## config.mk

```make
export PLATFORM = sky130hd
export DESIGN_NAME = multicycle_controller
export DESIGN_NICKNAME = d
export VERILOG_FILES = /design/src/rtl/multicycle_controller.sv
export SDC_FILE = /design/constraint.sdc
export NUM_CORES = 1
export LEC_CHECK = 0
export CORE_AREA = 8 8 51 53
export CTS_CLUSTER_DIAMETER = 60
export DETAILED_ROUTE_END_ITERATION = 16
export DIE_AREA = 0 0 59 61
export GPL_TIMING_DRIVEN = 0
export PLACE_DENSITY = 0.82
export SKIP_LAST_GASP = 1
export SLEW_MARGIN = 5
export SYNTH_ARGS = -nofsm -noshare
export SYNTH_HDL_FRONTEND = slang
export SYNTH_SLANG_ARGS = --single-unit
```

## constraint.sdc

```tcl
create_clock -name clock -period 3.9 [get_ports clock]
set_clock_uncertainty 0.05 [all_clocks]
set_input_delay 0.39 -clock clock [delete_from_list [all_inputs] [get_ports clock]]
set_output_delay 0.39 -clock clock [all_outputs]
set_load 0.02 [all_outputs]
```

## src/rtl/multicycle_controller.sv

```systemverilog
// Multicycle datapath controller: a six-state Moore FSM that fetches,
// decodes, executes, accesses memory and writes back. It includes a
// memory-wait watchdog and a sticky trap state for illegal opcodes.
module multicycle_controller #(
   parameter int TIMEOUT        = 16,
   parameter bit ENABLE_IMM_ALU = 1'b1,
   parameter bit ENABLE_JAL     = 1'b1
) (
   input  logic       clock,
   input  logic       reset,
   input  logic [6:0] opcode,
   input  logic       memoryReady,
   output logic [1:0] ALUOp,
   output logic       ALUSrc,
   output logic       memoryToRegister,
   output logic       rWrite,
   output logic       memoryRead,
   output logic       memoryWrite,
   output logic       branch,
   output logic       jump,
   output logic       PCWrite,
   output logic       IRWrite,
   output logic       illegal,
   output logic [2:0] state
);

   typedef enum logic [2:0] {
      FETCH     = 3'd0,
      DECODE    = 3'd1,
      EXECUTE   = 3'd2,
      MEMORY    = 3'd3,
      WRITEBACK = 3'd4,
      TRAP      = 3'd5
   } stateT;

   typedef enum logic [2:0] {
      CL_NONE = 3'd0,
      CL_R    = 3'd1,
      CL_LD   = 3'd2,
      CL_SD   = 3'd3,
      CL_BEQ  = 3'd4,
      CL_IALU = 3'd5,
      CL_JAL  = 3'd6
   } classT;

   // The wait counter only has to reach TIMEOUT, so it is sized for that value
   // and saturates there instead of wrapping.
   localparam int              CW   = (TIMEOUT < 2) ? 1 : $clog2(TIMEOUT + 1);
   localparam logic [CW-1:0]   CAP  = CW'(TIMEOUT);
   localparam logic [CW-1:0]   LAST = (TIMEOUT > 0) ? CW'(TIMEOUT - 1) : '0;

   stateT         state_q, state_d;
   classT         class_q, class_d;
   classT         decodedClass;
   logic [CW-1:0] waitCnt_q, waitCnt_d;
   logic          memWait;
   logic          timeoutHit;

   // A memory wait is any FETCH or MEMORY cycle without a ready handshake.
   // The watchdog fires on the wait cycle that brings the count to TIMEOUT.
   assign memWait    = ((state_q == FETCH) || (state_q == MEMORY)) && !memoryReady;
   assign timeoutHit = (TIMEOUT != 0) && memWait && (waitCnt_q == LAST);

   // Opcode to instruction class. Disabled classes fall through to CL_NONE, which traps.
   always_comb begin
      decodedClass = CL_NONE;
      case (opcode)
         7'b0110011: decodedClass = CL_R;
         7'b0000011: decodedClass = CL_LD;
         7'b0100011: decodedClass = CL_SD;
         7'b1100011: decodedClass = CL_BEQ;
         7'b0010011: if (ENABLE_IMM_ALU) decodedClass = CL_IALU;
         7'b1101111: if (ENABLE_JAL) decodedClass = CL_JAL;
         default:    decodedClass = CL_NONE;
      endcase
   end

   // Next-state logic. The class register is updated only in DECODE, so later
   // changes on opcode are ignored until the next DECODE.
   always_comb begin
      state_d = state_q;
      class_d = class_q;
      case (state_q)
         FETCH: begin
            if (memoryReady)     state_d = DECODE;
            else if (timeoutHit) state_d = TRAP;
         end
         DECODE: begin
            class_d = decodedClass;
            state_d = (decodedClass == CL_NONE) ? TRAP : EXECUTE;
         end
         EXECUTE: begin
            case (class_q)
               CL_R, CL_IALU, CL_JAL: state_d = WRITEBACK;
               CL_LD, CL_SD:         state_d = MEMORY;
               CL_BEQ:               state_d = FETCH;
               default:              state_d = TRAP;
            endcase
         end
         MEMORY: begin
            if ((class_q != CL_LD) && (class_q != CL_SD)) state_d = TRAP;
            else if (memoryReady) state_d = (class_q == CL_LD) ? WRITEBACK : FETCH;
            else if (timeoutHit)  state_d = TRAP;
         end
         WRITEBACK: state_d = FETCH;
         TRAP:      state_d = TRAP;
         default:   state_d = TRAP;
      endcase
   end

   // The wait counter runs only across consecutive stalled cycles in the same
   // state. Completing the access or changing state clears it.
   always_comb begin
      waitCnt_d = '0;
      if (memWait && (state_d == state_q)) begin
         waitCnt_d = (waitCnt_q == CAP) ? waitCnt_q : waitCnt_q + 1'b1;
      end
   end

   // State, class and wait-counter registers, with synchronous reset.
   always_ff @(posedge clock) begin
      if (reset) begin
         state_q   <= FETCH;
         class_q   <= CL_NONE;
         waitCnt_q <= '0;
      end else begin
         state_q   <= state_d;
         class_q   <= class_d;
         waitCnt_q <= waitCnt_d;
      end
   end

   // Moore output decode from state and class. While reset is asserted,
   // every control output is held at 0 so that no partial access leaks out.
   always_comb begin
      ALUOp            = 2'b00;
      ALUSrc           = 1'b0;
      memoryToRegister = 1'b0;
      rWrite           = 1'b0;
      memoryRead       = 1'b0;
      memoryWrite      = 1'b0;
      branch           = 1'b0;
      jump             = 1'b0;
      PCWrite          = 1'b0;
      IRWrite          = 1'b0;
      illegal          = 1'b0;
      if (!reset) begin
         case (state_q)
            FETCH: begin
               memoryRead = 1'b1;
               if (memoryReady) begin
                  IRWrite = 1'b1;
                  PCWrite = 1'b1;
               end
            end
            EXECUTE: begin
               case (class_q)
                  CL_R:    ALUOp = 2'b10;
                  CL_IALU: begin ALUSrc = 1'b1; ALUOp = 2'b11; end
                  CL_LD,
                  CL_SD:   ALUSrc = 1'b1;
                  CL_BEQ:  begin ALUOp = 2'b01; branch = 1'b1; end
                  CL_JAL:  jump = 1'b1;
                  default: ALUOp = 2'b00;
               endcase
            end
            MEMORY: begin
               memoryRead  = (class_q == CL_LD);
               memoryWrite = (class_q == CL_SD);
            end
            WRITEBACK: begin
               rWrite           = 1'b1;
               memoryToRegister = (class_q == CL_LD);
               jump             = (class_q == CL_JAL);
            end
            TRAP:    illegal = 1'b1;
            default: illegal = 1'b0;
         endcase
      end
   end

   assign state = state_q;

endmodule

```

# Word level (Yosys, flattened, before mapping)

Cells that the tools add are included.

Flip-flop bits (word level): 11
Bits in latches: 0
RAM bits: 0
ROM bits: 0
Logic and storage cells: 73
Memories kept: 0

$add $sub $neg: 1
$mul: 0
Div/mod/pow operators: 0
Order comparisons: 0
Equality and inequality tests: 22
Shifts and indexed selects: 0
Multiplexer cells: 34
Bitwise logic cells: 1
Reductions and logical operators: 12

Operators by type and width:

| cell                  | number |
|---|---|
| $mux W1               | 20 |
| $mux W3               | 6 |
| $pmux W3 S6           | 1 |
| $eq A3 B3 Y1 const B  | 5 |
| $pmux W3 S5           | 1 |
| $eq A7 B6 Y1 const B  | 2 |
| $eq A7 B7 Y1 const B  | 2 |
| $eq A3 B2 Y1 const B  | 4 |
| $pmux W3 S3           | 1 |
| $eq A7 B2 Y1 const B  | 1 |
| $eq A7 B5 Y1 const B  | 1 |
| $eq A3 B1 Y1 const B  | 2 |
| $logic_not A3 Y1      | 2 |
| $ne A3 B2 Y1 const B  | 2 |
| $pmux W2 S3           | 1 |
| $reduce_or A3 Y1      | 2 |
| $add A5 B1 Y5 const B | 1 |
| $eq A5 B4 Y1 const B  | 1 |
| $eq A5 B5 Y1 const B  | 1 |
| $logic_and A1 B1 Y1   | 4 |
| $mux W2               | 2 |
| $pmux W1 S2           | 2 |
| $reduce_or A2 Y1      | 2 |
| $eq A3 B3 Y1          | 1 |
| other kinds (3)       | 3 |

# Logic depth before layout (Yosys ltp)

Gate-level depths: netlist (run 1).

Word-level depth: 12
Mapped depth: 7
Depth with buffers taken out: 7

# Least setup slack after synthesis (run 1)

No wires, ideal clock.

Path type: register -> output
From: register state_q[0] (netlist: state[0])
To: output memoryWrite
Arrival time: 1.686 ns
Required time: 3.460 ns
Slack: 1.774 ns
Cell stages (with the launch flop): 5
Buffers on the path: 2
Cell sequence: dfxtp_1 buf_4 clkbuf_1 nand2_1 nor4b_1

Cells in the longest elaborated chain, start to end: 3

Ends and longest elaborated chain:

| element                  | line | RTL |
|---|---|---|
| start: declaration       | 52   | `stateT state_q, state_d;` |
| start signal: assignment | 127  | `state_q <= state_d;` |
| $eq A3 B2 Y1             | 148  | `case (state_q)` |
| $mux W1                  | 148  |  |
| $mux W1                  | 147  | `if (!reset) begin` |
| end: declaration         | 18   | `output logic memoryWrite,` |

Every way passes these cells.

# Worst setup path after layout (run 1)

From: input reset
To: output PCWrite

Cells in the longest elaborated chain, start to end: 1

Ends and longest elaborated chain:

| element            | line | RTL |
|---|---|---|
| start: declaration | 10   | `input logic reset,` |
| $mux W1            | 147  |  |
| end: declaration   | 21   | `output logic PCWrite,` |

Every way passes these cells.

==> qor.csv, run 1 <==
stage,metric,value,unit
critical_path,crit path capture type,output pin,
layout,number of nets at the end of the flow,151,
clock_network,clock tree from TritonCTS,built,
critical_path,Buffers & Inverters on Critical Path,4,
drt,Detailed Routing Iterations Pass 1,4,
critical_path,cell with the biggest individual delay on the critical path,clkdlybuf4s50_1,
timing,worst hold-check slack,0.5132,ns
timing,Rel. slew slack,62.85,%
drt,Via Count,913,
layout,finished layout cell area,0.001172,mm^2
drt,violation count after the first detailed-routing iteration,19,
critical_path,launch point of the worst reg-to-reg path,waitCnt_q[1],
pwr,total power consumption of the routed design,329.3,uW
synthesis,share of the yosys chip area belonging to registers,25.25,%
timing,slew at the pin closest to its max-slew limit,0.5559,ns
drt,via density per instance,5.567,
clock_network,# resized after CTS,0,
synthesis,fraction of registers with async set/reset,0,%
critical_path,Worst setup startpoint,reset,
critical_path,"Critical Path, Cell by Cell",clkdlybuf4s50_1 -> clkbuf_1 -> nor2_1 -> and3_1 -> buf_4 -> clkdlybuf4s50_1,
pwr,IR Drop Worst-Case VDD,178.2,uV
timing,RSZ-0062 raised after global routing,false,
synthesis,Syn Std Cell Area,872.1,um^2
placed_design,"Cell Area, Placed",0.001146,mm^2
synthesis,"Primary FF master, synth",dfxtp_1,
critical_path,critical path endpoint,PCWrite,
synthesis,synthesized netlist cell count,109,
critical_path,Worst Path Required,3.46,ns
placed_design,Post-DP HPWL,1786,um
synthesis,number of warnings issued by yosys,0,
clock_network,clock network latency to the later pin of the worst-skew pair,0.27,ns
clock_network,total of hold buffers inserted after clock tree synthesis,0,
timing,share of the clock period used by the worst path,69.57,%
critical_path,setup slack of the worst register-to-register path,1.89,ns
synthesis,post-synth cell types,45,
timing,final critical path time including I/O delays and setup,2.713,ns
floorplan,row count,16,
synthesis,Mapped Nets,122,
synthesis,post-synthesis sequential element count,11,
clock_network,number of buffers between clock root and the deepest sink,2,
layout,P&R area growth vs syn,34.43,%
layout,utilization after layout,63.65,%
grt,via count of the first global-routing pass,885,
pwr,static power due to leakage,0.4495,nW
timing,Setup TNS,0,ns
floorplan,Boundary Pins,25,
critical_path,CP max stage delay,0.59,ns
floorplan,Die Area,0.003599,mm^2
timing,number of hold-slack violations in the final timing report,0,
synthesis,Post-synth EDFFs,0,
placed_design,gpl congestion,0.7987,
critical_path,critical path launch point type,input port,
placed_design,Port Buf Inserts,24,
clock_network,clock sink count,11,
critical_path,type of the setup path with the least slack,input port to output pin,
grt,leftover overflow at the end of global routing,0,
layout,Antenna Diode Count,0,
timing,f_max,0.3686,GHz
timing,final-report setup violation count,0,
drt,final WL,2293,um
grt,wire length of the first global-routing pass,3850,um
floorplan,Die Span X,59,um
grt,GR Util All Layers,13.87,%
job,max-capacitance violation count,0,
layout,share of layout cells above drive strength 1,9.489,%
worst_hold_path,worst min-delay path category,flip-flop to flip-flop,
pwr,ratio of total power to cell area,280.9,mW/mm^2
timing,max-slew violation count,0,
critical_path,Register-to-Register Path Depth,7,
clock_network,clock input transition at the sequential cells of the worst setup and hold paths,0.07,ns
grt,initial antenna violation count,0,
critical_path,top fanout value on the critical path,10,
drt,routed wire length per instance,13.98,um
grt,largest net degree at the start of global routing,11,
drt,post-route antenna net violation count,0,
critical_path,"Largest delay share family, worst path",buffers and inverters,
clock_network,number of buffers inserted by post-CTS setup repair,0,
critical_path,most frequent cell on the critical path,clkdlybuf4s50_1,
clock_network,Max H-tree Level,1,
outcome,outcome,"complete, no violations",
critical_path,logic depth of the worst setup path including buffers,6,
critical_path,Reg-to-Reg End,waitCnt_q[2],
drt,post-detailed-route DRC marker count,0,
critical_path,Critical Path AT,2.27,ns
floorplan,Initial Utilization,47.35,%
floorplan,die height,61,um
floorplan,core area,0.001842,mm^2
synthesis,Avg Inst Size Synth,8.001,um^2
clock_network,total CTS buffers,3,
clock_network,cell at the root of the clock tree,clkbuf_4,
[where the power goes]
part	switching [mW]	total, mW	internal [mW]	leakage [nW]
Combinational	0.0684	0.126	0.0573	0.345
Clock	0.0405	0.0802	0.0397	0.0150
Sequential	0.00466	0.123	0.119	0.0893
Total	0.114	0.329	0.216	0.450
[cell usage in the layout, fill, tap and decap left out, drive strengths merged, types with 2 or more instances in the layout]
cell type      netlist  routed
nand2b               4       4
nor2b                2       2
clkdlybuf4s50        0      24
nor2                14      14
nand2                4       4
xnor2                2       2
o21ai                2       2
xor2                 3       3
and2                 3       3
a211o                2       2
dfxtp               11      11
or3                  2       2
or4                  2       2
inv                  4       4
buf                  4       4
nor4                 2       2
nor4b                5       5
a21oi                8       8
and3b                2       2
clkbuf               3       7
and3                 3       3
ha                   3       3
nor3                 4       4
nand3b               3       3
[metal layers]
metal  part of all wire, %  routed length (um)  GRT usage [%]
met1                    43                 984          13.52
met2                    50                1141          24.30
met3                   4.8                 109          4.449
met4                   2.5                  57          10.24
met5                     0                   0              0
[area by class of cell]
type / instances / area (um^2)
Timing Repair Buffer: 24 / 240.2
Tap cell: 27 / 33.78
Sequential cell: 11 / 220.2
Clock buffer: 4 / 26.28
Multi-Input combinational cell: 87 / 594.3
Fill cell: 172 / 669.4
Inverter: 4 / 15.01
Buffer: 7 / 42.54
[through the flow]
| step | cells | setup slack, ns |
|---|---|---|
| 2_1_floorplan | 109 | 1.774 |
| 3_3_place_gp | 160 | 1.222 |
| 3_5_place_dp | 160 | 1.194 |
| 4_1_cts | 164 | 1.191 |
| 5_1_grt | 164 | 1.090 |
| 6_report | 164 | 1.187 |
[registers in the layout, summed over array words and instances, names as in the netlist]
signal,cells
waitCnt_q,5
class_q,3
state,3
[synth_stat cells, types with 2 or more instances]
cell	count	area, um^2
and3b_1	2	17.52
ha_1	3	37.54
and3_1	3	18.77
xor2_1	3	26.28
nand2_1	4	15.01
nand2b_1	4	25.02
xnor2_1	2	17.52
buf_4	2	15.01
nand3b_1	3	22.52
a211o_1	2	17.52
nor2_1	14	52.55
clkbuf_1	3	11.26
o21ai_0	2	10.01
nor4b_2	2	30.03
a21oi_1	8	40.04
nor2b_1	2	12.51
inv_1	4	15.01
dfxtp_1	11	220.2
or3_1	2	12.51
nor4_1	2	12.51
nor3_1	3	15.01
nor4b_1	3	26.28
and2_1	3	18.77
[kinds of logic after synthesis]
logic type | share of synthesized area [%]
simple gates | 39.74
compound gates | 17.94
buf+inv | 6.598
flops | 25.25
xor+xnor | 5.022
fa+ha+maj | 4.305
mux | 1.148
[worst reg2reg max path, cell delays in order, from the launching register on]
cell	delay, ns
dfxtp_1	0.34
ha_1	0.21
and3_1	0.19
ha_1	0.22
nor3_1	0.15
a21oi_1	0.06
or4_4	0.52
nor3_2	0.19
[worst min path at each step]
stage | slack, ns | from | cells past startpoint | endpoint
2_1_floorplan | 0.46 | waitCnt_q[1] | 2 | waitCnt_q[1]
3_3_place_gp | 0.48 | waitCnt_q[3] | 2 | waitCnt_q[3]
3_5_place_dp | 0.49 | waitCnt_q[3] | 2 | waitCnt_q[3]
4_1_cts | 0.51 | waitCnt_q[3] | 2 | waitCnt_q[3]
5_1_grt | 0.55 | waitCnt_q[1] | 2 | waitCnt_q[1]
6_report | 0.51 | waitCnt_q[3] | 2 | waitCnt_q[3]
No activity file was read; power rests on OpenSTA's default activity.
==> run 2, diff against run 1 <==
--- a/config.mk
+++ b/config.mk
@@ -5,12 +5,12 @@
 export SDC_FILE = /design/constraint.sdc
 export NUM_CORES = 1
 export LEC_CHECK = 0
-export CORE_AREA = 8 8 51 53
+export CORE_AREA = 8 8 46 63
 export CTS_CLUSTER_DIAMETER = 60
 export DETAILED_ROUTE_END_ITERATION = 16
-export DIE_AREA = 0 0 59 61
+export DIE_AREA = 0 0 54 71
 export GPL_TIMING_DRIVEN = 0
-export PLACE_DENSITY = 0.82
+export PLACE_DENSITY = 0.76
 export SKIP_LAST_GASP = 1
 export SLEW_MARGIN = 5
 export SYNTH_ARGS = -nofsm -noshare
==> constraint.sdc (replaced) <==
create_clock -name clock -period 2.7 [get_ports clock]
set_clock_uncertainty 0.05 [all_clocks]
set_input_delay 0.27 -clock clock [delete_from_list [all_inputs] [get_ports clock]]
set_output_delay 0.27 -clock clock [all_outputs]
set_load 0.02 [all_outputs]
==> run 2 against run 1 <==
Effect of this change:
- global-route usage is 2.1 points lower
- critical endpoint is now jump
- largest cell class unchanged
- highest routed layer unchanged
- sequential power up 44%
- first-iteration DRC count decreased by 5.3%
- critical path type unchanged
==> qor.csv, run 2 (synthesis gave the netlist of run 1 again) <==
stage,metric,value,unit
critical_path,Buffers & Inverters on Critical Path,3,
drt,Via Count,921,
critical_path,Worst Path Required,2.38,ns
floorplan,Die Area,0.003834,mm^2
layout,P&R area growth vs syn,33.86,%
pwr,ratio of total power to cell area,403.7,mW/mm^2
clock_network,clock input transition at the sequential cells of the worst setup and hold paths,0.07,ns
floorplan,Boundary Pins,25,
clock_network,clock network latency to the later pin of the worst-skew pair,0.27,ns
layout,number of nets at the end of the flow,151,
grt,via count of the first global-routing pass,885,
critical_path,Critical Path AT,2.19,ns
layout,utilization after layout,56.89,%
layout,"leading cell type in the layout, fill and taps excluded",clkdlybuf4s50_1,
drt,Detailed Routing Iterations Pass 1,5,
job,max-capacitance violation count,0,
clock_network,Max H-tree Level,1,
critical_path,crit path capture type,output pin,
critical_path,most frequent cell on the critical path,clkdlybuf4s50_1,
timing,max-slew violation count,0,
timing,worst hold-check slack,0.5145,ns
placed_design,Port Buf Inserts,24,
critical_path,Register-to-Register Path Depth,7,
clock_network,number of buffers between clock root and the deepest sink,2,
drt,via density per instance,5.792,
grt,wire length of the first global-routing pass,3622,um
layout,number of flip-flops in the largest register,5,
clock_network,total CTS buffers,3,
layout,share of layout cells above drive strength 1,10.22,%
floorplan,Initial Utilization,42.50,%
critical_path,logic depth of the worst setup path including buffers,5,
grt,GR Util All Layers,11.72,%
floorplan,Die Span X,54,um
floorplan,row count,20,
layout,Layout fillers,194,
outcome,outcome,"complete, no violations",
critical_path,Worst setup startpoint,reset,
critical_path,"Critical Path, Cell by Cell",clkdlybuf4s50_1 -> clkbuf_1 -> nor4b_1 -> and3_1 -> clkdlybuf4s50_1,
timing,Setup TNS,0,ns
timing,slew at the pin closest to its max-slew limit,0.5635,ns
critical_path,setup slack of the worst register-to-register path,0.71,ns
clock_network,clock sink count,11,
timing,final critical path time including I/O delays and setup,2.512,ns
drt,routed wire length per instance,13.99,um
floorplan,die height,71,um
critical_path,critical path endpoint,jump,
drt,final WL,2224,um
layout,Antenna Diode Count,0,
drt,post-detailed-route DRC marker count,0,
critical_path,critical path launch point type,input port,
timing,number of hold-slack violations in the final timing report,0,
timing,Rel. slew slack,62.34,%
critical_path,cell with the biggest individual delay on the critical path,clkdlybuf4s50_1,
drt,violation count after the first detailed-routing iteration,18,
timing,f_max,0.3980,GHz
critical_path,Reg-to-Reg End,waitCnt_q[2],
grt,largest net degree at the start of global routing,11,
clock_network,number of buffers inserted by post-CTS setup repair,0,
critical_path,type of the setup path with the least slack,input port to output pin,
clock_network,cell at the root of the clock tree,clkbuf_4,
pwr,IR Drop Worst-Case VDD,252.2,uV
clock_network,clock tree from TritonCTS,built,
placed_design,gpl congestion,0.8598,
drt,post-route antenna net violation count,0,
pwr,total power consumption of the routed design,471.3,uW
clock_network,# resized after CTS,0,
layout,highest-count cells in the layout ignoring fill and taps,"clkdlybuf4s50_1, nor2_1, dfxtp_1",
grt,leftover overflow at the end of global routing,0,
critical_path,CP max stage delay,0.61,ns
critical_path,top fanout value on the critical path,10,
timing,final-report setup violation count,0,
timing,RSZ-0062 raised after global routing,false,
pwr,static power due to leakage,0.4522,nW
grt,initial antenna violation count,0,
worst_hold_path,worst min-delay path category,flip-flop to flip-flop,
placed_design,Post-DP HPWL,1841,um
timing,share of the clock period used by the worst path,93.05,%
floorplan,core area,0.002052,mm^2
critical_path,"Largest delay share family, worst path",buffers and inverters,
clock_network,total of hold buffers inserted after clock tree synthesis,0,
critical_path,launch point of the worst reg-to-reg path,waitCnt_q[0],
layout,register with the most flip-flops,waitCnt_q,
-- run 2: changes by cell type in the layout (fill, tap and decap cells not counted) --
cell,delta
clkbuf_1,-1
clkinv_2,+1
-- run 2: how the worst min path moves through the flow --
| stage | endpoint | startpoint | slack (ns) | cells past startpoint |
|---|---|---|---|---|
| after CTS | waitCnt_q[3] | waitCnt_q[3] | 0.52 | 2 |
| after detailed placement | waitCnt_q[3] | waitCnt_q[3] | 0.50 | 2 |
| after global routing | waitCnt_q[1] | waitCnt_q[1] | 0.54 | 2 |
| after floorplan | state[1] | opcode[1] | 0.39 | 2 |
| after global placement | waitCnt_q[3] | waitCnt_q[3] | 0.48 | 2 |
| final | waitCnt_q[1] | waitCnt_q[1] | 0.51 | 2 |
-- run 2: tightest hold or removal path: stages, from the launching register on --
cell and delay (ns):
dfxtp_1 0.34, mux2i_1 0.14, nor2_1 0.05
-- run 2: layout make-up --
cell class / instances / area (um^2) / share of cell area [%]
plain buffers: 7 / 42.54 / 3.644
clock buffers: 3 / 22.52 / 1.929
clock inverters: 1 / 5.005 / 0.4287
inverters: 4 / 15.01 / 1.286
multi-input cells: 87 / 594.3 / 50.91
flip-flops and latches: 11 / 220.2 / 18.86
well taps: 22 / 27.53 / 2.358
repair buffers: 24 / 240.2 / 20.58
-- run 2: per-layer routing --
layer,part of all wire [%],GRT usage [%],vias to the layer above
met5,0,0,-
met4,2.2,4.670,0
met3,3.6,3.354,8
met2,57,21.60,22
met1,37,11.28,438
li1,-,-,453
-- run 2: metrics by stage --
step	cells	setup slack [ns]	area, um^2
floorplan	109	0.6941	872.1
global placement	155	0.2601	1140
detailed placement	155	0.1982	1140
CTS	159	0.1890	1167
global route	159	0.06917	1167
finish	159	0.1877	1167
-- run 2: report_power, final --
| part | internal, mW | switching (mW) | total, mW |
|---|---|---|---|
| combinational | 0.0826 | 0.0977 | 0.180 |
| sequential | 0.171 | 0.00531 | 0.177 |
| clock | 0.0549 | 0.0595 | 0.114 |
| total | 0.309 | 0.162 | 0.471 |
==> run 3, diff against run 2 <==
--- a/config.mk
+++ b/config.mk
@@ -5,12 +5,13 @@
 export SDC_FILE = /design/constraint.sdc
 export NUM_CORES = 1
 export LEC_CHECK = 0
-export CORE_AREA = 8 8 46 63
+export CORE_AREA = 8 8 49 51
 export CTS_CLUSTER_DIAMETER = 60
 export DETAILED_ROUTE_END_ITERATION = 16
-export DIE_AREA = 0 0 54 71
+export DIE_AREA = 0 0 57 59
+export DONT_BUFFER_PORTS = 1
 export GPL_TIMING_DRIVEN = 0
-export PLACE_DENSITY = 0.76
+export PLACE_DENSITY = 0.69
 export SKIP_LAST_GASP = 1
 export SLEW_MARGIN = 5
 export SYNTH_ARGS = -nofsm -noshare
==> run 3 against run 2 <==
Effect of this change:
- clock power is essentially flat
- maximum frequency increased by 1.6%
- design area decreased by 21%
- flip-flop and latch count unchanged
==> qor.csv, run 3 (synthesis gave the netlist of run 1 again) <==
stage,metric,value,unit
clock_network,Max H-tree Level,1,
critical_path,Register-to-Register Path Depth,7,
clock_network,total of hold buffers inserted after clock tree synthesis,0,
timing,slew at the pin closest to its max-slew limit,0.9596,ns
placed_design,placed instance count,126,
critical_path,Reg-to-Reg End,waitCnt_q[2],
pwr,IR Drop Worst-Case VDD,194.5,uV
timing,final critical path time including I/O delays and setup,2.472,ns
pwr,portion of total power attributed to the clock network,26.4,%
layout,number of flip-flops in the largest register,5,
clock_network,total CTS buffers,3,
pwr,combinational share of power,29.6,%
layout,"leading cell type in the layout, fill and taps excluded",nor2_1,
timing,Rel. slew slack,35.13,%
grt,GR Util All Layers,12.26,%
pwr,Switching Fraction,34.68,%
floorplan,Initial Utilization,52.80,%
layout,P&R area growth vs syn,5.452,%
placed_design,Port Buf Inserts,0,
critical_path,cell with the biggest individual delay on the critical path,nor4b_1,
layout,Non-Filler Instances,130,
timing,final-report setup violation count,0,
clock_network,number of buffers inserted by post-CTS setup repair,0,
grt,leftover overflow at the end of global routing,0,
layout,share of layout cells above drive strength 1,11.50,%
critical_path,launch point of the worst reg-to-reg path,waitCnt_q[1],
drt,via density per instance,6.200,
drt,Detailed Routing Iterations Pass 1,4,
timing,max-slew violation count,0,
floorplan,Boundary Pins,25,
critical_path,Buffers & Inverters on Critical Path,2,
drt,Via Count,806,
worst_hold_path,Hold Path Origin,opcode[1],
pwr,sequential fraction of design power,44.0,%
drt,violation count after the first detailed-routing iteration,23,
pwr,static power due to leakage,0.3623,nW
clock_network,clock tree from TritonCTS,built,
clock_network,clock input transition at the sequential cells of the worst setup and hold paths,0.07,ns
layout,register with the most flip-flops,waitCnt_q,
timing,RSZ-0062 raised after global routing,false,
critical_path,type of the setup path with the least slack,flip-flop to output pin,
critical_path,Critical Path AT,2.15,ns
floorplan,Die Span X,57,um
drt,post-detailed-route DRC marker count,0,
grt,via count of the first global-routing pass,754,
timing,Setup TNS,0,ns
critical_path,"Largest delay share family, worst path",simple AND/OR/NAND/NOR gates,
critical_path,crit path capture type,output pin,
critical_path,CP max stage delay,0.80,ns
timing,number of hold-slack violations in the final timing report,0,
worst_hold_path,hold path cells,2,
critical_path,critical path launch point type,flip-flop,
critical_path,Worst Path Required,2.38,ns
layout,Antenna Diode Count,0,
pwr,reported net switching power,146.8,uW
drt,post-route antenna net violation count,0,
clock_network,number of buffers between clock root and the deepest sink,2,
worst_hold_path,end point of the worst hold path,state[1],
clock_network,clock sink count,11,
clock_network,clock network latency to the later pin of the worst-skew pair,0.27,ns
job,max-capacitance violation count,0,
floorplan,row count,15,
grt,largest net degree at the start of global routing,11,
timing,share of the clock period used by the worst path,91.57,%
pwr,ratio of total power to cell area,460.4,mW/mm^2
critical_path,"Critical Path, Cell by Cell",buf_4 -> clkbuf_1 -> nand2_1 -> nor4b_1,
floorplan,die height,59,um
worst_hold_path,worst min-delay path category,input port to flip-flop,
clock_network,cell at the root of the clock tree,clkbuf_4,
floorplan,core area,0.001652,mm^2
pwr,cell internal power dissipation,276.5,uW
layout,highest-count cells in the layout ignoring fill and taps,"nor2_1, dfxtp_1, a21oi_1",
placed_design,gpl congestion,0.7862,
timing,f_max,0.4045,GHz
floorplan,Die Area,0.003363,mm^2
outcome,outcome,"complete, no violations",
critical_path,setup slack of the worst register-to-register path,0.69,ns
grt,wire length of the first global-routing pass,3381,um
grt,initial antenna violation count,0,
drt,final WL,2079,um
clock_network,# resized after CTS,0,
critical_path,top fanout value on the critical path,10,
layout,number of nets at the end of the flow,127,
placed_design,Post-DP HPWL,1584,um
drt,routed wire length per instance,15.99,um
## run 3: final cells by class
| type | instances | area [um^2] |
|---|---|---|
| multi-input cells | 87 | 594.3 |
| fillers | 162 | 732.0 |
| inverters | 4 | 15.01 |
| plain buffers | 7 | 42.54 |
| well taps | 17 | 21.27 |
| clock buffers | 4 | 26.28 |
| flip-flops and latches | 11 | 220.2 |
## run 3: power by group through the flow
stage          registers, mW  clock network [mW]  logic [mW]
2_1_floorplan          0.188                   0       0.105
3_3_place_gp           0.190                   0       0.123
3_5_place_dp           0.191                   0       0.124
4_1_cts                0.187               0.116       0.125
5_1_grt                0.188               0.127       0.138
6_report               0.186               0.112       0.125
## run 3: worst register-to-register path, stage by stage (launching register included)
cell and delay [ns]:
dfxtp_1 0.34, ha_1 0.21, and3_1 0.19, ha_1 0.23, nor3_1 0.15, a21oi_1 0.07
or4_4 0.52, nor3_2 0.18
## run 3: layer usage
layer	vias up	part of all wire, %	GRT usage, %	wire length (um)
met5	-	0	0	0
met4	0	1.2	4.027	25
met3	5	6.9	5.150	143
met2	23	47	20.47	968
met1	371	45	13.72	942
li1	407	-	-	-
## run 3: worst max path at each step
stage | start | slack (ns) | endpoint | cells after the start
after floorplan | state[0] | 0.69 | memoryWrite | 4
after global placement | state[0] | 0.51 | memoryWrite | 4
after detailed placement | state[0] | 0.49 | memoryWrite | 4
after CTS | state[0] | 0.18 | memoryWrite | 4
after global routing | state[0] | 0.07 | memoryWrite | 4
final | state[0] | 0.23 | memoryWrite | 4
## run 3: per-stage QoR
step	power (mW)	utilization, %	instance area (um^2)	hold WS, ns	worst slack, ns
detailed placement	0.3147	54.09	893.4	0.4036	0.4858
global placement	0.3126	54.09	893.4	0.4137	0.5097
finish	0.4234	55.68	919.6	0.1143	0.2277
global route	0.4531	55.68	919.6	0.1386	0.07479
CTS	0.4277	55.68	919.6	0.1116	0.1843
floorplan	0.2932	-	872.1	0.3932	0.6941
